`config.mk`:
```
export PLATFORM = sky130hd
export DESIGN_NAME = normalizer_32
export DESIGN_NICKNAME = d
export VERILOG_FILES = /design/src/rtl/normalizer_32_pkg.sv /design/src/rtl/normalizer_32_stage.sv /design/src/rtl/normalizer_32.sv
export SDC_FILE = /design/constraint.sdc
export NUM_CORES = 1
export LEC_CHECK = 0
export CAP_MARGIN = 15
export CORE_MARGIN = 3
export CORE_UTILIZATION = 25
export DETAILED_ROUTE_END_ITERATION = 6
export PLACE_DENSITY = 0.38
export SLEW_MARGIN = 20
export SYNTH_ARGS = -nofsm -noshare
export SYNTH_HDL_FRONTEND = slang
export SYNTH_HIERARCHICAL = 1
export SYNTH_SLANG_ARGS = --single-unit
```
`constraint.sdc`:
```
create_clock -name clk -period 4.4 [get_ports clk]
set_input_delay 0.88 -clock clk [delete_from_list [all_inputs] [get_ports clk]]
set_output_delay 0.88 -clock clk [all_outputs]
set_load 0.01 [all_outputs]
```
`src/rtl/normalizer_32_pkg.sv`:
```
// Shared types and constants for the iterative 32-bit normalizer.
package normalizer_32_pkg;

  localparam int NORM_W  = 32;
  localparam int NORM_SW = 5;
  localparam int NORM_STAGES = 5;

  typedef enum logic [1:0] {
    NORM_IDLE = 2'd0,
    NORM_RUN  = 2'd1,
    NORM_DONE = 2'd2
  } norm_state_t;

  // Binary-search step size for a given stage: 16, 8, 4, 2, 1.
  function automatic logic [NORM_SW-1:0] stage_amt(input logic [2:0] stage);
    logic [NORM_SW-1:0] amt;
    case (stage)
      3'd0:    amt = 5'd16;
      3'd1:    amt = 5'd8;
      3'd2:    amt = 5'd4;
      3'd3:    amt = 5'd2;
      default: amt = 5'd1;
    endcase
    return amt;
  endfunction

endpackage

```
`src/rtl/normalizer_32_stage.sv`:
```
// One binary-search step: decides whether the top bits of the word are
// redundant for this step size and offers the word shifted by that amount.
module norm_stage
  import normalizer_32_pkg::*;
(
  input  logic [NORM_W-1:0]  work,
  input  logic [NORM_SW-1:0] amt,
  input  logic               signed_mode,
  output logic [NORM_W-1:0]  shifted,
  output logic               take
);

  logic [NORM_W-1:0] umask, smask, ubits, sbits;

  // Unsigned looks at the top amt bits; signed at the top amt+1 bits, which
  // must all match so the sign survives the shift.
  always_comb begin
    umask   = ~({NORM_W{1'b1}} >> amt);
    smask   = ~({NORM_W{1'b1}} >> ({1'b0, amt} + 6'd1));
    ubits   = work & umask;
    sbits   = work & smask;
    take    = signed_mode ? ((sbits == '0) || (sbits == smask)) : (ubits == '0);
    shifted = work << amt;
  end

endmodule

```
`src/rtl/normalizer_32.sv`:
```
// Iterative normalizer: leading-zero (unsigned) or redundant-sign-bit (signed)
// count found by a 5-step binary search, one step per clock.
module normalizer_32
  import normalizer_32_pkg::*;
(
  input  logic               clk,
  input  logic               rst_n,
  input  logic               in_valid,
  output logic               in_ready,
  input  logic [NORM_W-1:0]  in_data,
  input  logic               in_signed,
  output logic               out_valid,
  input  logic               out_ready,
  output logic [NORM_W-1:0]  out_data,
  output logic [NORM_SW-1:0] out_shamt,
  output logic               out_zero
);

  norm_state_t        state, state_nxt;
  logic [2:0]         stage;
  logic [NORM_W-1:0]  work, shifted, work_nxt;
  logic [NORM_SW-1:0] count, amt, count_nxt;
  logic               smode, zero_r, take;

  assign in_ready  = (state == NORM_IDLE);
  assign out_valid = (state == NORM_DONE);
  assign amt       = stage_amt(stage);

  norm_stage u_stage (
    .work        (work),
    .amt         (amt),
    .signed_mode (smode),
    .shifted     (shifted),
    .take        (take)
  );

  // Result of the current search step, whether or not it shifts.
  always_comb begin
    work_nxt  = take ? shifted : work;
    count_nxt = take ? count + amt : count;
  end

  // State register.
  always_ff @(posedge clk or negedge rst_n) begin
    if (!rst_n) state <= NORM_IDLE;
    else        state <= state_nxt;
  end

  // Next-state: accept in IDLE, five search steps in RUN, hold in DONE.
  always_comb begin
    state_nxt = state;
    case (state)
      NORM_IDLE: if (in_valid) state_nxt = NORM_RUN;
      NORM_RUN:  if (stage == 3'(NORM_STAGES - 1)) state_nxt = NORM_DONE;
      NORM_DONE: if (out_ready) state_nxt = NORM_IDLE;
      default:   state_nxt = NORM_IDLE;
    endcase
  end

  // Datapath: capture operand, iterate, then load the held result.
  // A zero operand still walks all stages so latency does not depend on data;
  // its accumulated count (31) is discarded in favour of shamt=0.
  always_ff @(posedge clk or negedge rst_n) begin
    if (!rst_n) begin
      stage     <= '0;
      work      <= '0;
      count     <= '0;
      smode     <= 1'b0;
      zero_r    <= 1'b0;
      out_data  <= '0;
      out_shamt <= '0;
      out_zero  <= 1'b0;
    end else begin
      case (state)
        NORM_IDLE: begin
          if (in_valid) begin
            work   <= in_data;
            smode  <= in_signed;
            zero_r <= (in_data == '0);
            count  <= '0;
            stage  <= '0;
          end
        end
        NORM_RUN: begin
          work  <= work_nxt;
          count <= count_nxt;
          stage <= stage + 3'd1;
          if (stage == 3'(NORM_STAGES - 1)) begin
            out_data  <= work_nxt;
            out_shamt <= zero_r ? '0 : count_nxt;
            out_zero  <= zero_r;
          end
        end
        default: ;
      endcase
    end
  end

endmodule

```
==> results.md, run 1 <==
GRT:
- After global routing the overflow that remains totals 0.
- The largest net degree at the start of global routing is 61.
- The via count of the first global-routing pass is between 6000 and 7000.
- The initial antenna violation count is 0.
- The first global-routing pass estimated 41.27 mm of wire.
- The total global routing track utilization is 0.1916.

Place:
- The HPWL after detailed placement is 19.70 mm.
- At the placement stage, the worst setup path has a slack of between 0.3 and 0.4 ns.
- The count of buffers inserted at the top-level ports is 76.
- At the end of routability-driven placement, the weighted congestion stood at approximately 0.9.

Critical path:
- The data arrival at the endpoint of the critical path is ~4.3 ns.
- At the worst endpoint, the required time is 4.66 ns.
- By startpoint and endpoint, the worst setup path is classified as register to register.
- Of all nets on the critical path, the largest fanout is 49.
- The endpoint kind of the worst setup timing path is a register.
- The signal on the critical path passes through inv_1 > ha_1 > nor2b_2 > buf_12 > or4_1 > a32oi_1 > o211ai_1 > a211o_1 > or4_1 > nand3_2 > buf_12 > nand2b_1 > mux2i_1 > xnor2_1 > o31ai_1.
- The maximum cell stage delay along the critical path is ~0.52 ns.
- Among all stages on the critical path, the largest delay is contributed by or4_1.
- The family with the most delay on the worst path is simple AND/OR/NAND/NOR gates.
- The worst setup path is launched from a register.
- Counting both buffers and inverters, the worst setup path holds a total of 3.

Yosys:
- The total standard cell area after synthesis is 0.006482 mm².
- In the synthesized netlist the dominant register cell turns out to be dfrtp_1.
- During synthesis, Yosys emitted a total of 6 warnings.
- The mean instance size in the synthesized netlist is between 8 and 9 µm².
- In the synthesized netlist, the number of instances is approximately 740.
- The count of flip-flops with a built-in enable after synthesis is 0.
- In the post-synthesis netlist, the biggest area contributors are dfrtp_1, mux2i_1, mux4_2, nand2_1, a222oi_1.
- Of the synthesized area, sequential elements account for 0.3165.
- The cell type contributing the most total cell area after synthesis is dfrtp_1.
- The compound-cell area share of the yosys netlist is 0.2382.
- The synthesized design contains 82 register bits.
- After synthesis, the share of cell area in mux cells is 0.1973.
- The portion of synthesized cell area occupied by the leading cell type is 0.3165.
- The share of synthesized flip-flops with an asynchronous set or reset is 1.000.
- The post-synthesis cell type count is between 60 and 70.
- The xor and xnor fraction of the mapped netlist area is 0.004053.
- The post-synth net total is between 700 and 800.
- The area share of fa/ha/maj cells after synthesis is 0.02702.
- The simple-gate share of the synthesized area is 0.1363.
- By area, the combinational part of the netlist is dominated by compound AO/OA/AOI/OAI gates.

CTS:
- The count of buffers added by post-CTS timing repair for setup is 0.
- The clock buffer count from CTS is 9.
- The clock tree synthesis step divided the H-tree into 3 levels.
- The later-pin clock latency in the skew report is roughly 0.36 ns.
- The maximum count of clock buffers along a single path is 2.
- The number of hold buffers added after CTS was 0.
- After clock tree synthesis, the clock-pin slew on the worst setup and hold paths is about 0.06 ns.
- Post-CTS repair changed the size of 0 cells.
- The TritonCTS clock tree is built.
- The tree is rooted in a clkbuf_16.
- The clock drives between 80 and 90 sinks.

Drt:
- The post-route DRC violation count is 0.
- After detailed routing, the average wire length per cell comes to 24.24 µm.
- In this run the remaining antenna-violating nets after routing total 0.
- The count of vias placed by the detailed router is approximately 6400.
- The first-pass iteration count of the detailed router is 5.
- The detailed router finished its first iteration with around 740 violations.
- After detailed routing, the number of vias per cell comes to 5.730.
- Wires add up to 27.17 mm.

Die:
- From left edge to right edge, the die measures about 170 µm.
- The die covers between 0.02 and 0.03 mm².
- The vertical die dimension is ~170 µm.
- The row count is between 50 and 60.
- The top-level port count is 77.
- The total area inside the core boundary comes to 0.02533 mm².
- The starting density of the core is 0.2560.

Timing:
- The hold violation total from the final report is 0.
- In the post-route analysis, the smallest setup slack over all paths is just over 0.4 ns.
- Setup total negative slack on the finished layout was measured at 0 ns.
- The post-route fraction of the period consumed by the critical path is 0.9066.
- Setup repair after global routing left no endpoint under its margin.
- The final-report setup violation count is 0.
- The worst-case clock skew is between 0.01 and 0.015 ns.
- The count of pins over their slew limit is 0.
- The routed design could run at a clock period as short as about 4.0 ns.
- For the pin with the worst max-slew slack, the measured transition is between 0.8 and 0.9 ns.
- The fmax is approximately 250 MHz.
- The normalized max-slew margin is 0.4371.

Status:
- The run finished with clean final reports.

Layout:
- The leading cell type in the layout, fill and taps excluded is nand2_1.
- The net total in the final layout is 834.
- Leaving out fill and tap cells, the most frequent cells in the layout are nand2_1, dfrtp_1, clkdlybuf4s50_1, mux2i_1, o21ai_0.
- Of the cells placed in the final design, the portion with a size suffix greater than 1 is 0.1214.
- The post-synthesis to final-layout area growth is 23.10%.
- The total inserted antenna cells is 0.

Min path:
- In this run the worst hold path is classified as register to register.

Job:
- The number of max-cap violations is 0.
-- cells by family after synthesis --
group,count (synthesis)
compound gates,225
simple gates,195
buf+inv,123
mux,100
flops,82
fa+ha+maj,14
xor+xnor,3
-- synthesized netlist by cell type (4+ instances only) --
cell / instances
nand2_1: 91
dfrtp_1: 82
mux2i_1: 67
o21ai_0: 60
inv_1: 45
clkbuf_1: 42
nor2_1: 40
a222oi_1: 32
a21oi_1: 30
buf_2: 25
mux4_2: 21
o21ai_1: 17
mux2_2: 12
o31ai_1: 12
ha_1: 10
nand3_1: 10
a211oi_1: 9
nor4_1: 9
a31oi_1: 7
and2_1: 7
nand2b_1: 7
nor3_1: 7
o22ai_1: 7
a221oi_1: 6
nor2b_1: 6
buf_1: 5
a22o_1: 4
buf_6: 4
nand4_1: 4
o2111ai_1: 4
o211ai_1: 4
-- metrics by stage --
step	hold WS (ns)	instance area (µm²)	utilization	instances
finish	0.4807	7980	0.3151	1121
floorplan	0.4712	6482	-	742
detailed placement	0.4735	7661	0.3025	1105
CTS	0.4879	7980	0.3151	1121
global placement	0.4665	7661	0.3025	1105
global route	0.5094	7980	0.3151	1121
-- per-layer routing --
layer	GRT usage	part of all wire	vias up	routed length [µm]
met5	0	0	-	0
met4	0.06133	0.028	0	767
met3	0.04083	0.066	51	1795
met2	0.2987	0.45	321	12340
met1	0.2656	0.45	3187	12270
li1	-	-	2864	-
-- cell type report --
class / count / area (µm²)
fillers: 2622 / 17350
multi-input cells: 537 / 3939
flip-flops and latches: 82 / 2052
repair buffers: 109 / 1081
well taps: 330 / 412.9
clock buffers: 10 / 229.0
inverters: 47 / 176.4
clock inverters: 6 / 90.09
-- worst paths after layout --
kind	cells after the start	slack (ns)	startpoint	endpoint
min in group asynchronous	1	0.62	rst_n	out_data[17]
worst max-delay path	15	0.41	stage[0]	out_shamt[4]
max in group asynchronous	2	2.91	rst_n	out_zero
worst max register to register	15	0.41	stage[0]	out_shamt[4]
worst min register to register	2	0.48	out_shamt[1]	out_shamt[1]
worst min-delay path	2	0.48	out_shamt[1]	out_shamt[1]
-- sequential cells by signal, indices dropped and copies added (netlist names) --
signal     flops
smode          1
stage          3
out_data      32
count          5
work          32
out_shamt      5
state          2
out_zero       1
zero_r         1
-- worst reg2reg max path: stages, from the launching register on --
cell      delay [ns]
dfrtp_1         0.40
inv_1           0.09
ha_1            0.24
nor2b_2         0.19
buf_12          0.19
or4_1           0.50
a32oi_1         0.18
o211ai_1        0.11
a211o_1         0.28
or4_1           0.52
nand3_2         0.13
buf_12          0.30
nand2b_1        0.12
mux2i_1         0.35
xnor2_1         0.11
o31ai_1         0.19
Power of run 1 is left out: the tool's default activity adds up to more than one toggle a clock period on the data nets, which glitch-free logic cannot reach.
==> inputs of run 2 (changes only) <==
--- a/config.mk
+++ b/config.mk
@@ -5,6 +5,7 @@
 export SDC_FILE = /design/constraint.sdc
 export NUM_CORES = 1
 export LEC_CHECK = 0
+export ABC_AREA = 1
 export CAP_MARGIN = 15
 export CORE_MARGIN = 3
 export CORE_UTILIZATION = 25
==> run 2 against run 1 <==
Setup slack improved by 0.048 ns. Global-route usage fell by 0.11 points. Highest routed layer unchanged. Non-clock buffer count down 16.
==> results.md, run 2 <==
Critical path:
- The data required time at the worst endpoint is 4.69 ns.
- The worst setup path is of the register to register kind.
- The worst register-to-register path ends at out_data[6].
- The startpoint type of the worst setup path is a register.
- For this run, the slowest stage of the critical path takes approximately 0.6 ns.
- The most numerous cell type found on the critical path is nand2_1.
- The depth of the most critical reg-to-reg path is 21.
- The worst register-to-register path begins at stage[0].
- The critical-path maximum fanout is 63.
- The worst register-to-register path has a setup slack of between 0.4 and 0.5 ns.
- The cell at the slowest stage of the critical path is nor4_2.
- STA classifies the critical path endpoint as a register.
- The data arrival at the endpoint of the critical path is roughly 4.2 ns.
- The signal on the critical path passes through inv_1 > ha_1 > nand2_1 > inv_1 > nor4_2 > buf_6 > inv_1 > nand3_1 > nand3_1 > nand2_1 > nor2_1 > nand2_1 > nor2_1 > nand2_1 > nand2_1 > nand2_1 > nand2_2 > buf_4 > o21ai_0 > nand2_1 > nand2_1.

Timing:
- Hold timing on the final database bottoms out at a slack of around 0.48 ns.
- Setup repair after global routing left no endpoint under its margin.
- The final-report setup violation count is 0.
- The worst-case clock skew is approximately 0.016 ns.
- Dividing the final minimum period by the clock period gives 0.8958.
- Derived from the worst setup path, the maximum achievable clock frequency is ~250 MHz.
- The minimum clock period is 3.942 ns.
- The count of pins over their slew limit is 0.
- The total negative slack for setup checks is 0 ns.
- The transition at the pin with the smallest max-transition slack is 0.8972 ns.
- The hold violation total from the final report is 0.
- The normalized max-slew margin is 0.3996.

Drt:
- The final layout contains routed wiring with a total length of ~27 mm.
- The first-pass iteration count of the detailed router is 5.
- The routed layout has between 7000 and 8000 vias.
- After detailed routing, the number of vias per cell comes to between 4 and 5.
- The post-detailed-route wirelength per cell is between 15 and 20 µm.
- The number of nets with antenna violations after detailed routing is 0.
- The post-route DRC violation count is 0.
- For this block, the initial DRC count from the detailed router was about 630.

Job:
- The number of max-cap violations is 0.

Yosys:
- Of the post-synthesis cell area, the dominant cell type holds 0.3094.
- The count of flip-flops with a built-in enable after synthesis is 0.
- Synthesis handed over a netlist of approximately 1100 instances.
- After synthesis, the mean cell area works out to approximately 6.1 µm².
- The count of warnings emitted by yosys is 6.
- dfrtp_1 takes more of the synthesized area than any other cell.
- The post-synthesis cell type count is 34.
- After synthesis, the cell types taking the most area are dfrtp_1, nand2_1, inv_1, o21ai_0, nand3_1.
- Of the synthesized area, sequential elements account for 0.3094.
- By instance count, the leading cell after synthesis is nand2_1.
- By count the netlist is led by nand2_1, inv_1, o21ai_0, dfrtp_1, nand3_1.
- The share of synthesized flip-flops with an asynchronous set or reset is 1.000.
- The total standard cell area after synthesis is roughly 0.0066 mm².
- The number of nets handed over by synthesis was between 1000 and 1500.
- The post-synthesis sequential element count is just over 80.
- For this run, the leading register cell type out of synthesis is dfrtp_1.

CTS:
- The clock buffer count from CTS is 9.
- For this design, the CTS-stage hold fixing added 0 buffers.
- TritonCTS built the clock tree.
- Post-CTS repair changed the size of 0 cells.
- The master cell of the clock root buffer is clkbuf_16.
- At the later pin of the worst-skew pair, clock insertion delay measures 0.35 ns.
- Counting every sink on the clock net gives 82.
- The maximum count of clock buffers along a single path is 2.
- After clock tree synthesis, the clock-pin slew on the worst setup and hold paths is 0.07 ns.
- The count of buffers added by post-CTS timing repair for setup is 0.
- In this run the number of H-tree levels came out at 3.

Die:
- 77 I/O pins were placed.
- For this configuration, the core starts out at a cell density of 0.2589.
- The row count is between 50 and 60.
- After floorplanning, the core was sized to cover about 0.026 mm².
- The horizontal die dimension is roughly 170 µm.
- The die covers around 0.029 mm².
- Measured along the y axis, the die boundary spans ~170 µm.

Layout:
- Leaving out fill and tap cells, the most frequent cell in the layout is nand2_1.
- The layout has between 2000 and 3000 filler cells.
- The net total in the final layout is ~1200.
- The number of antenna diodes in the final layout is 0.
- The final cell utilization of the core is 0.3123.
- The post-route cell area is 0.007999 mm².
- The largest registers in the layout are out_data: 32 flops, work: 32 flops.
- In the final layout, the share of cells above drive strength 1 is 0.05198.
- The library cells used most frequently in the layout, excluding fill and tap cells, are nand2_1, inv_1, o21ai_0, dfrtp_1, nand3_1.
- The post-synthesis to final-layout area growth is 20.60%.

GRT:
- For this run, the total global-route usage over all layers was measured as 0.1905.
- The total overflow left after global routing is 0.
- The initial antenna violation count came to 0.
- The via count of the first global-routing pass is 6975.
- The first-pass GRT wire length is ~42 mm.
- Entering global routing, the biggest net connects 66 pins.

Min path:
- The end of the worst hold path is out_data[6].
- In this run the most critical hold path is launched from out_data[6].
- The path class of the tightest hold or removal check is register to register.
- The instance count along the most critical hold path is 2.

Place:
- The HPWL after detailed placement is between 20 and 25 mm.
- The routability congestion estimate is 0.8743.
- The cell area after placement is slightly below 0.008 mm².
- In this run the tool buffered the top-level ports with between 70 and 80 buffer cells.

Status:
- The run finished with clean final reports.
## run 2: cell types whose count changed after synthesis, moves of 12 or more
cell and change:
nand3_1 +70, mux4_2 -21, a21oi_1 -16, clkbuf_1 -24, mux2i_1 -48, mux2_2 -12, o221ai_1 +30, o21ai_1 -13
nor2_1 +25, inv_1 +85, nand2_1 +348, o21ai_0 +34, a222oi_1 -32
## run 2: critical path, delay by kind of cell (launching register included)
family	cells	cell delay [ns]
and+or+nand+nor	14	1.67
AOI/OAI and AO/OA	1	0.40
DFF	1	0.39
buffers and inverters	5	1.14
adders and majority gates	1	0.26
## run 2: final cells by class
cell class | count | area, µm² | share of cell area
Clock buffer | 11 | 252.7 | 0.03160
Multi-Input combinational cell | 806 | 3814 | 0.4768
Inverter | 138 | 518.0 | 0.06476
Timing Repair Buffer | 93 | 889.6 | 0.1112
Tap cell | 330 | 412.9 | 0.05162
Clock inverter | 5 | 60.06 | 0.007508
Sequential cell | 82 | 2052 | 0.2565
## run 2: through the flow
| stage | std cells | worst slack (ns) |
|---|---|---|
| 2_1_floorplan | 1079 | 1.290 |
| 3_3_place_gp | 1449 | 0.2838 |
| 3_5_place_dp | 1449 | 0.3428 |
| 4_1_cts | 1465 | 0.3218 |
| 5_1_grt | 1465 | 0.07076 |
| 6_report | 1465 | 0.4584 |
## run 2: worst max-delay path by stage
stage	start	to	slack [ns]	cells after the start
4_1_cts	stage[0]	out_data[4]	0.32	21
3_5_place_dp	stage[0]	work[16]	0.34	22
6_report	stage[0]	out_data[6]	0.46	21
3_3_place_gp	stage[0]	work[6]	0.28	22
2_1_floorplan	stage[0]	work[18]	1.29	22
5_1_grt	stage[0]	work[4]	0.07	21
## run 2: kinds of logic (layout without fill, tap and decap cells)
kind of cell,Yosys count,after routing,share of synthesized area
AOI/OAI and AO/OA,159,159,0.1428
adders and majority gates,11,11,0.02188
muxes,19,19,0.02867
DFF,82,82,0.3094
xor gates and xnor gates,1,1,0.001321
and+or+nand+nor,616,616,0.3786
buffers and inverters,191,247,0.1173
## run 2: routing by layer
| layer | share of wire | vias to the layer above | global-route usage |
|---|---|---|---|
| met1 | 0.52 | 3442 | 0.2980 |
| li1 | - | 3561 | - |
| met3 | 0.040 | 32 | 0.02242 |
| met5 | 0 | - | 0 |
| met4 | 0.020 | 0 | 0.05265 |
| met2 | 0.42 | 170 | 0.2729 |
Power of run 2 is left out for the same reason.
==> inputs of run 3 (changes only) <==
--- a/config.mk
+++ b/config.mk
@@ -16,3 +16,4 @@
 export SYNTH_HDL_FRONTEND = slang
 export SYNTH_HIERARCHICAL = 1
 export SYNTH_SLANG_ARGS = --single-unit
+export TNS_END_PERCENT = 10
==> results of run 3 <==
No change in the layout: final DEF, timing and power equal those of run 2.
Power of run 3 is left out for the same reason.
